==> config.mk <==
export PLATFORM = sky130hd
export DESIGN_NAME = note_judge
export DESIGN_NICKNAME = d
export VERILOG_FILES = /design/src/rtl/note_judge_pkg.sv /design/src/rtl/beat_sync.sv /design/src/rtl/note_judge.sv
export SDC_FILE = /design/constraint.sdc
export NUM_CORES = 1
export LEC_CHECK = 0
export ABC_AREA = 1
export ABC_CLOCK_PERIOD_IN_PS = 2700
export CORE_MARGIN = 4
export CORE_UTILIZATION = 51
export CTS_BUF_LIST = sky130_fd_sc_hd__clkbuf_4
export DETAILED_ROUTE_END_ITERATION = 7
export PLACE_DENSITY = 0.78
export SYNTH_ARGS = -nofsm -noshare
export SYNTH_HDL_FRONTEND = slang
export SYNTH_SLANG_ARGS = --single-unit
==> constraint.sdc <==
create_clock -name clk -period 2.7 [get_ports clk]
set_clock_uncertainty 0.2 [all_clocks]
set_input_delay 0.81 -clock clk [delete_from_list [all_inputs] [get_ports clk]]
set_output_delay 0.81 -clock clk [all_outputs]
set_load 0.03 [all_outputs]
==> src/rtl/note_judge_pkg.sv <==
// Shared types and constants for the note judge and its beat synchronizer.
// Used by note_judge (optional feature macro: NOTE_JUDGE_RELEASE_GRACE_EN).
package note_judge_pkg;

  localparam int NOTE_W = 12;
  localparam int KEY_W  = 16;
  localparam int HOLD_W = 4;

  // 5 ms debounce and 50 ms release grace at 50 MHz
  localparam int DEFAULT_DEBOUNCE_CYC = 250000;
  localparam int DEFAULT_GRACE_CYC    = 2500000;

  typedef enum logic [2:0] {
    ST_IDLE       = 3'd0,
    ST_SYNC       = 3'd1,
    ST_WAIT_PRESS = 3'd2,
    ST_HOLDING    = 3'd3,
    ST_FAILED     = 3'd4,
    ST_REST       = 3'd5
  } state_t;

  // A hold length of zero still occupies one beat.
  function automatic logic [HOLD_W-1:0] note_len_of(input logic [HOLD_W-1:0] hold);
    return (hold == '0) ? {{(HOLD_W-1){1'b0}}, 1'b1} : hold;
  endfunction

endpackage

==> src/rtl/beat_sync.sv <==
// Brings an asynchronous beat clock into the clk domain and emits a one-clk
// strobe three clk after each rising edge (two sync stages plus a registered edge detect).
module beat_sync #(
  parameter int SYNC_STAGES = 2
) (
  input  logic clk,
  input  logic reset,
  input  logic async_in,
  output logic pulse
);

  // chain_reg[SYNC_STAGES-1] is the synchronized level, chain_reg[SYNC_STAGES] its previous value
  logic [SYNC_STAGES:0] chain_reg;
  logic                 pulse_reg;

  genvar gi;
  generate
    for (gi = 0; gi <= SYNC_STAGES; gi++) begin : g_chain
      if (gi == 0) begin : g_first
        always_ff @(posedge clk or posedge reset) begin
          if (reset) chain_reg[gi] <= 1'b0;
          else       chain_reg[gi] <= async_in;
        end
      end else begin : g_next
        always_ff @(posedge clk or posedge reset) begin
          if (reset) chain_reg[gi] <= 1'b0;
          else       chain_reg[gi] <= chain_reg[gi-1];
        end
      end
    end
  endgenerate

  always_ff @(posedge clk or posedge reset) begin
    if (reset) pulse_reg <= 1'b0;
    else       pulse_reg <= chain_reg[SYNC_STAGES-1] & ~chain_reg[SYNC_STAGES];
  end

  assign pulse = pulse_reg;

endmodule

==> src/rtl/note_judge.sv <==
// Beat-accurate note judge: debounced press within the first beat, held to the last beat,
// one hit/miss pulse per note, combo tracking. Optional macro: NOTE_JUDGE_RELEASE_GRACE_EN.
module note_judge
  import note_judge_pkg::*;
#(
  parameter int DEBOUNCE_CYC = DEFAULT_DEBOUNCE_CYC,
  parameter int GRACE_CYC    = DEFAULT_GRACE_CYC,
  parameter int COMBO_W      = 8
) (
  input  logic               clk,
  input  logic               reset,
  input  logic               start,
  input  logic               game_clock,
  input  logic [KEY_W-1:0]   keys,
  input  logic [NOTE_W-1:0]  curr_note,
  input  logic [HOLD_W-1:0]  hold_length,
  output logic               hit_pulse,
  output logic               miss_pulse,
  output logic [COMBO_W-1:0] combo,
  output logic [COMBO_W-1:0] max_combo,
  output logic               holding
);

  localparam int DB_W = $clog2(DEBOUNCE_CYC + 1);

  generate
    if (DEBOUNCE_CYC < 1 || GRACE_CYC < 1) begin : g_bad_params
      $error("note_judge: DEBOUNCE_CYC and GRACE_CYC must be at least 1");
    end
  endgenerate

  logic beat;

  beat_sync #(.SYNC_STAGES(2)) u_beat_sync (
    .clk      (clk),
    .reset    (reset),
    .async_in (game_clock),
    .pulse    (beat)
  );

  state_t              state_reg, state_next;
  logic [NOTE_W-1:0]   latched_note_reg, latched_note_next;
  logic [HOLD_W-1:0]   note_len_reg, note_len_next;
  logic [HOLD_W-1:0]   beat_cnt_reg, beat_cnt_next;
  logic                missed_reg, missed_next;
  logic                start_prev_reg;
  logic                hit_judge, miss_judge, clear_combo, load_note;
  logic                closing;

  // Debounce of the match against the latched note
  logic [DB_W-1:0]     db_cnt_reg;
  logic                match_db_reg;
  logic                raw_match, db_flip, match_rise, match_fall;

  assign raw_match = (keys[NOTE_W-1:0] == latched_note_reg) &&
                     (keys[KEY_W-1:NOTE_W] == '0) &&
                     (latched_note_reg != '0);
  assign db_flip    = (raw_match != match_db_reg) && (db_cnt_reg == DB_W'(DEBOUNCE_CYC - 1));
  assign match_rise = db_flip && raw_match;
  assign match_fall = db_flip && !raw_match;

  always_ff @(posedge clk or posedge reset) begin
    if (reset) begin
      db_cnt_reg   <= '0;
      match_db_reg <= 1'b0;
    end else if (raw_match == match_db_reg) begin
      db_cnt_reg   <= '0;
    end else if (db_flip) begin
      db_cnt_reg   <= '0;
      match_db_reg <= raw_match;
    end else begin
      db_cnt_reg   <= db_cnt_reg + 1'b1;
    end
  end

`ifdef NOTE_JUDGE_RELEASE_GRACE_EN
  localparam int GRACE_W = $clog2(GRACE_CYC + 1);
  logic               grace_active_reg, grace_active_next;
  logic [GRACE_W-1:0] grace_cnt_reg, grace_cnt_next;

  always_ff @(posedge clk or posedge reset) begin
    if (reset) begin
      grace_active_reg <= 1'b0;
      grace_cnt_reg    <= '0;
    end else begin
      grace_active_reg <= grace_active_next;
      grace_cnt_reg    <= grace_cnt_next;
    end
  end
`endif

  assign closing = beat && (beat_cnt_reg == note_len_reg);

  always_ff @(posedge clk or posedge reset) begin
    if (reset) begin
      state_reg        <= ST_IDLE;
      latched_note_reg <= '0;
      note_len_reg     <= '0;
      beat_cnt_reg     <= '0;
      missed_reg       <= 1'b0;
      start_prev_reg   <= 1'b0;
    end else begin
      state_reg        <= state_next;
      latched_note_reg <= latched_note_next;
      note_len_reg     <= note_len_next;
      beat_cnt_reg     <= beat_cnt_next;
      missed_reg       <= missed_next;
      start_prev_reg   <= start;
    end
  end

  always_comb begin
    state_next        = state_reg;
    latched_note_next = latched_note_reg;
    note_len_next     = note_len_reg;
    beat_cnt_next     = beat_cnt_reg;
    missed_next       = missed_reg;
    hit_judge         = 1'b0;
    miss_judge        = 1'b0;
    clear_combo       = 1'b0;
    load_note         = 1'b0;
`ifdef NOTE_JUDGE_RELEASE_GRACE_EN
    grace_active_next = grace_active_reg;
    grace_cnt_next    = grace_cnt_reg;
`endif

    if (state_reg != ST_IDLE && !start) begin
      // Game stopped mid-note: abandon it silently
      state_next = ST_IDLE;
    end else begin
      unique case (state_reg)
        ST_IDLE: begin
          if (start && !start_prev_reg) begin
            clear_combo = 1'b1;
            state_next  = ST_SYNC;
          end
        end
        ST_SYNC: begin
          if (beat) load_note = 1'b1;
        end
        ST_WAIT_PRESS: begin
          if (beat) begin
            // No press by the first beat: the miss is reported now, not at the note end
            miss_judge = 1'b1;
            if (closing) begin
              load_note = 1'b1;
            end else begin
              missed_next   = 1'b1;
              beat_cnt_next = beat_cnt_reg + 1'b1;
              state_next    = ST_FAILED;
            end
          end else if (match_rise) begin
            state_next = ST_HOLDING;
          end
        end
        ST_HOLDING: begin
          if (closing) begin
            hit_judge = 1'b1;
            load_note = 1'b1;
          end else begin
            if (beat) beat_cnt_next = beat_cnt_reg + 1'b1;
`ifdef NOTE_JUDGE_RELEASE_GRACE_EN
            if (match_fall) begin
              grace_active_next = 1'b1;
              grace_cnt_next    = '0;
            end else if (grace_active_reg) begin
              if (match_rise) begin
                grace_active_next = 1'b0;
              end else if (grace_cnt_reg == GRACE_W'(GRACE_CYC - 1)) begin
                grace_active_next = 1'b0;
                state_next        = ST_FAILED;
              end else begin
                grace_cnt_next = grace_cnt_reg + 1'b1;
              end
            end
`else
            if (match_fall) state_next = ST_FAILED;
`endif
          end
        end
        ST_FAILED: begin
          if (closing) begin
            miss_judge = !missed_reg;
            load_note  = 1'b1;
          end else if (beat) begin
            beat_cnt_next = beat_cnt_reg + 1'b1;
          end
        end
        ST_REST: begin
          if (closing)   load_note     = 1'b1;
          else if (beat) beat_cnt_next = beat_cnt_reg + 1'b1;
        end
        default: state_next = ST_IDLE;
      endcase
    end

    // The closing beat of one note is the opening beat of the next
    if (load_note) begin
      latched_note_next = curr_note;
      note_len_next     = note_len_of(hold_length);
      beat_cnt_next     = {{(HOLD_W-1){1'b0}}, 1'b1};
      missed_next       = 1'b0;
      state_next        = (curr_note == '0) ? ST_REST : ST_WAIT_PRESS;
`ifdef NOTE_JUDGE_RELEASE_GRACE_EN
      grace_active_next = 1'b0;
      grace_cnt_next    = '0;
`endif
    end
  end

  logic               hit_pulse_reg, miss_pulse_reg;
  logic [COMBO_W-1:0] combo_reg, max_combo_reg;

  always_ff @(posedge clk or posedge reset) begin
    if (reset) begin
      hit_pulse_reg  <= 1'b0;
      miss_pulse_reg <= 1'b0;
      combo_reg      <= '0;
      max_combo_reg  <= '0;
    end else begin
      hit_pulse_reg  <= hit_judge;
      miss_pulse_reg <= miss_judge;
      if (clear_combo) begin
        combo_reg     <= '0;
        max_combo_reg <= '0;
      end else begin
        if (hit_judge) begin
          if (combo_reg != '1) combo_reg <= combo_reg + 1'b1;
        end else if (miss_judge) begin
          combo_reg <= '0;
        end
        // Best combo trails the hit by one clk, comparing the freshly bumped combo
        if (hit_pulse_reg && (combo_reg > max_combo_reg)) max_combo_reg <= combo_reg;
      end
    end
  end

  assign hit_pulse  = hit_pulse_reg;
  assign miss_pulse = miss_pulse_reg;
  assign combo      = combo_reg;
  assign max_combo  = max_combo_reg;
  assign holding    = (state_reg == ST_HOLDING);

endmodule

==> results.yml <==
logic_synthesis:
  synth_cell_types: 44
  synth_edf_count: 0
  synth_top_family_by_area: "simple AND/OR/NAND/NOR gates"
  synth.avg_cell_area_um2: 7.80
  synth_ff_type: "dfrtp_1"
  synth_area_leader_cell: "dfrtp_1"
  synth_fp_nets: 554
  syn_area_um2: 3960
  synth_compound_area_frac: 0.0724
  synthAdderAreaFrac: 0.0348
  ys_seq_area_frac: 0.417
  yosys.area_share.simple: 0.325
  synth_area_leaders: "dfrtp_1 (42%), nand2_1 (11%), inv_1 (7.7%)"
  synth_top_area_frac: 0.417
  synthXorXnorAreaFrac: 0.0512
  muxShareOfSynthArea: 0.00253
  ys_ff_latch: 66
  syn_inst: 507
  yosysWarnings: 0
  ys_async_sr_fraction: 1.00
placed_design:
  port_buffers: 54
  dp.cells: 663
  dp_slack_ns: -0.0372
  placed_area_um2: 4660
  gp_congestion: 0.845
  hpwl_mm: 6.30
critical_path:
  cp-start-kind: "flop"
  startpoint: "combo[6]"
  crit_chain: "clkdlybuf4s50_1"
  reg2reg_from: "db_cnt_reg[0]"
  cp_slowest_cell: "clkdlybuf4s50_1"
  path_max_fanout: 6
  end_kind: "primary output"
  critPathMaxStageDelay_ns: 0.71
  critPathRequiredTime_ns: 1.69
  critPathTopFamily: "buffers and inverters"
  crit_type: "reg2out"
  arrival_ns: 1.60
  crit_buf_inv: 1
detailed_routing:
  wl_per_cell_um: 11.7
  dr.pass1.iters: 4
  avgViaCountPerCell: 5.00
  drt_iter0_markers: 138
  antenna_left: 0
  via_count: 3391
  drt_wl_total_mm: 7.91
  drc: 0
floorplanning:
  rows: 31
  start_util: 0.534
  core_area_um2: 7410
  io_pins: 55
  fp.dieH_um: 96.1
  chipWidth_um: 96.1
  die_area_um2: 9230
cts:
  clkTransAtPathRegs_ns: 0.12
  cts_hold_buffers: 0
  htreeDepth: 3
  cts_buffers: 9
  cts_resized: 1
  insertion_delay_ns: 0.40
  clkSinkCount: 66
  clockBufferDepth: 2
  cts_tree: "yes"
  root_buffer: "clkbuf_4"
  postCtsSetupRepairBufs: 0
global_routing:
  antenna_found_initial: 0
  grt_pass1_vias: 3253
  grt_usage: 0.189
  globalRouteOverflowTotal: 0
  grt_max_degree: 36
  grt_pass1_wl_mm: 13.7
run_status:
  outcome: "complete, no violations"
finish:
  layout_commonest_cell: "nand2_1"
  n_antenna_cell: 0
  nets: 622
  stdcell_area_um2: 4800
  final_cell_mix: "nand2_1 (118), inv_1 (80), dfrtp_1 (66), clkdlybuf4s50_1 (49), nor2_1 (46)"
  area_growth_pct: 21.4
  fin_cells: 678
  seq_area_um2: 1650
  drive_above_1_share: 0.124
  fill_cells: 628
  largest_reg_flops: 18
  multiInputGateArea_um2: 1920
timing:
  worst_slew_pin_slew_ns: 0.377
  hold_viol: 0
  timing.hold.ws_ns: 0.156
  clock.fmax_ghz: 0.384
  finalMaxSlewViolations: 0
  fin_ws_ns: 0.0936
  slew_headroom: 0.748
  grt_setup_unrepaired: "false"
  fin_crit_ns: 2.61
  period_share: 0.965
  finalSetupViolCount: 0
hold_path:
  min_path_type: "reg2reg"
  hp-start: "u_beat_sync.chain_reg[0]"
job:
  drv_cap: 0
pwr:
  p_leak_nw: 2.37
  p_total_mw: 3.10
  ir_drop_mv: 0.416
  power.density_nw_per_um2: 645
-- logic make-up after synthesis --
family	count (synthesis)
buf+inv	94
xor+xnor	21
compound gates	49
flops	66
simple gates	265
fa+ha+maj	11
mux	1
-- report_power, final --
group          switching (mW)  internal [mW]  total [mW]
combinational           0.672          0.427        1.10
clock                   0.340          0.286       0.626
sequential              0.182           1.19        1.37
total                    1.19           1.90        3.10
-- cells in the mapped netlist (2+ instances only) --
| cell | instances |
|---|---|
| nor4_1 | 2 |
| inv_1 | 81 |
| a21oi_1 | 9 |
| nor3_2 | 2 |
| nor3_4 | 2 |
| o21ai_2 | 5 |
| nand3_1 | 36 |
| or2_2 | 2 |
| o21ai_0 | 21 |
| nor2_2 | 9 |
| nor2_1 | 46 |
| ha_1 | 11 |
| nand3_2 | 4 |
| nand4_1 | 15 |
| nand2_1 | 118 |
| nand2_4 | 2 |
| inv_2 | 7 |
| nand4_2 | 2 |
| xnor2_1 | 4 |
| nor2_4 | 4 |
| nand2_2 | 3 |
| xor2_1 | 16 |
| nor3_1 | 12 |
| buf_6 | 2 |
| dfrtp_1 | 66 |
| o21ai_1 | 8 |
-- metrics by stage --
stage,utilization,TNS [ns]
2_1_floorplan,-,0
3_3_place_gp,0.629,0
3_5_place_dp,0.629,-0.449
4_1_cts,0.647,0
5_1_grt,0.648,0
6_report,0.648,0
-- area by class of cell --
class | count | area share
Sequential cell | 66 | 0.344
Timing Repair Buffer | 61 | 0.131
Tap cell | 99 | 0.0258
Clock buffer | 10 | 0.0156
Multi-Input combinational cell | 347 | 0.401
Clock inverter | 5 | 0.0117
Inverter | 90 | 0.0719
-- path summary, 6_finish.rpt --
kind / to / slack [ns] / cells after the start
setup / recovery: combo[6] / 0.09 / 1
hold / removal: u_beat_sync.chain_reg[1] / 0.16 / 0
setup reg to reg: state_reg[2] / 0.61 / 10
hold reg to reg: u_beat_sync.chain_reg[1] / 0.16 / 0
max in group asynchronous: beat_cnt_reg[1] / 1.27 / 3
min in group asynchronous: combo[0] / 0.50 / 2
-- layer usage --
metal / routed length [um] / global-route usage
met5: 0 / 0
met4: 149 / 0.0794
met3: 331 / 0.0305
met2: 3900 / 0.327
met1: 3540 / 0.232
(Power assumes the default switching activity.)
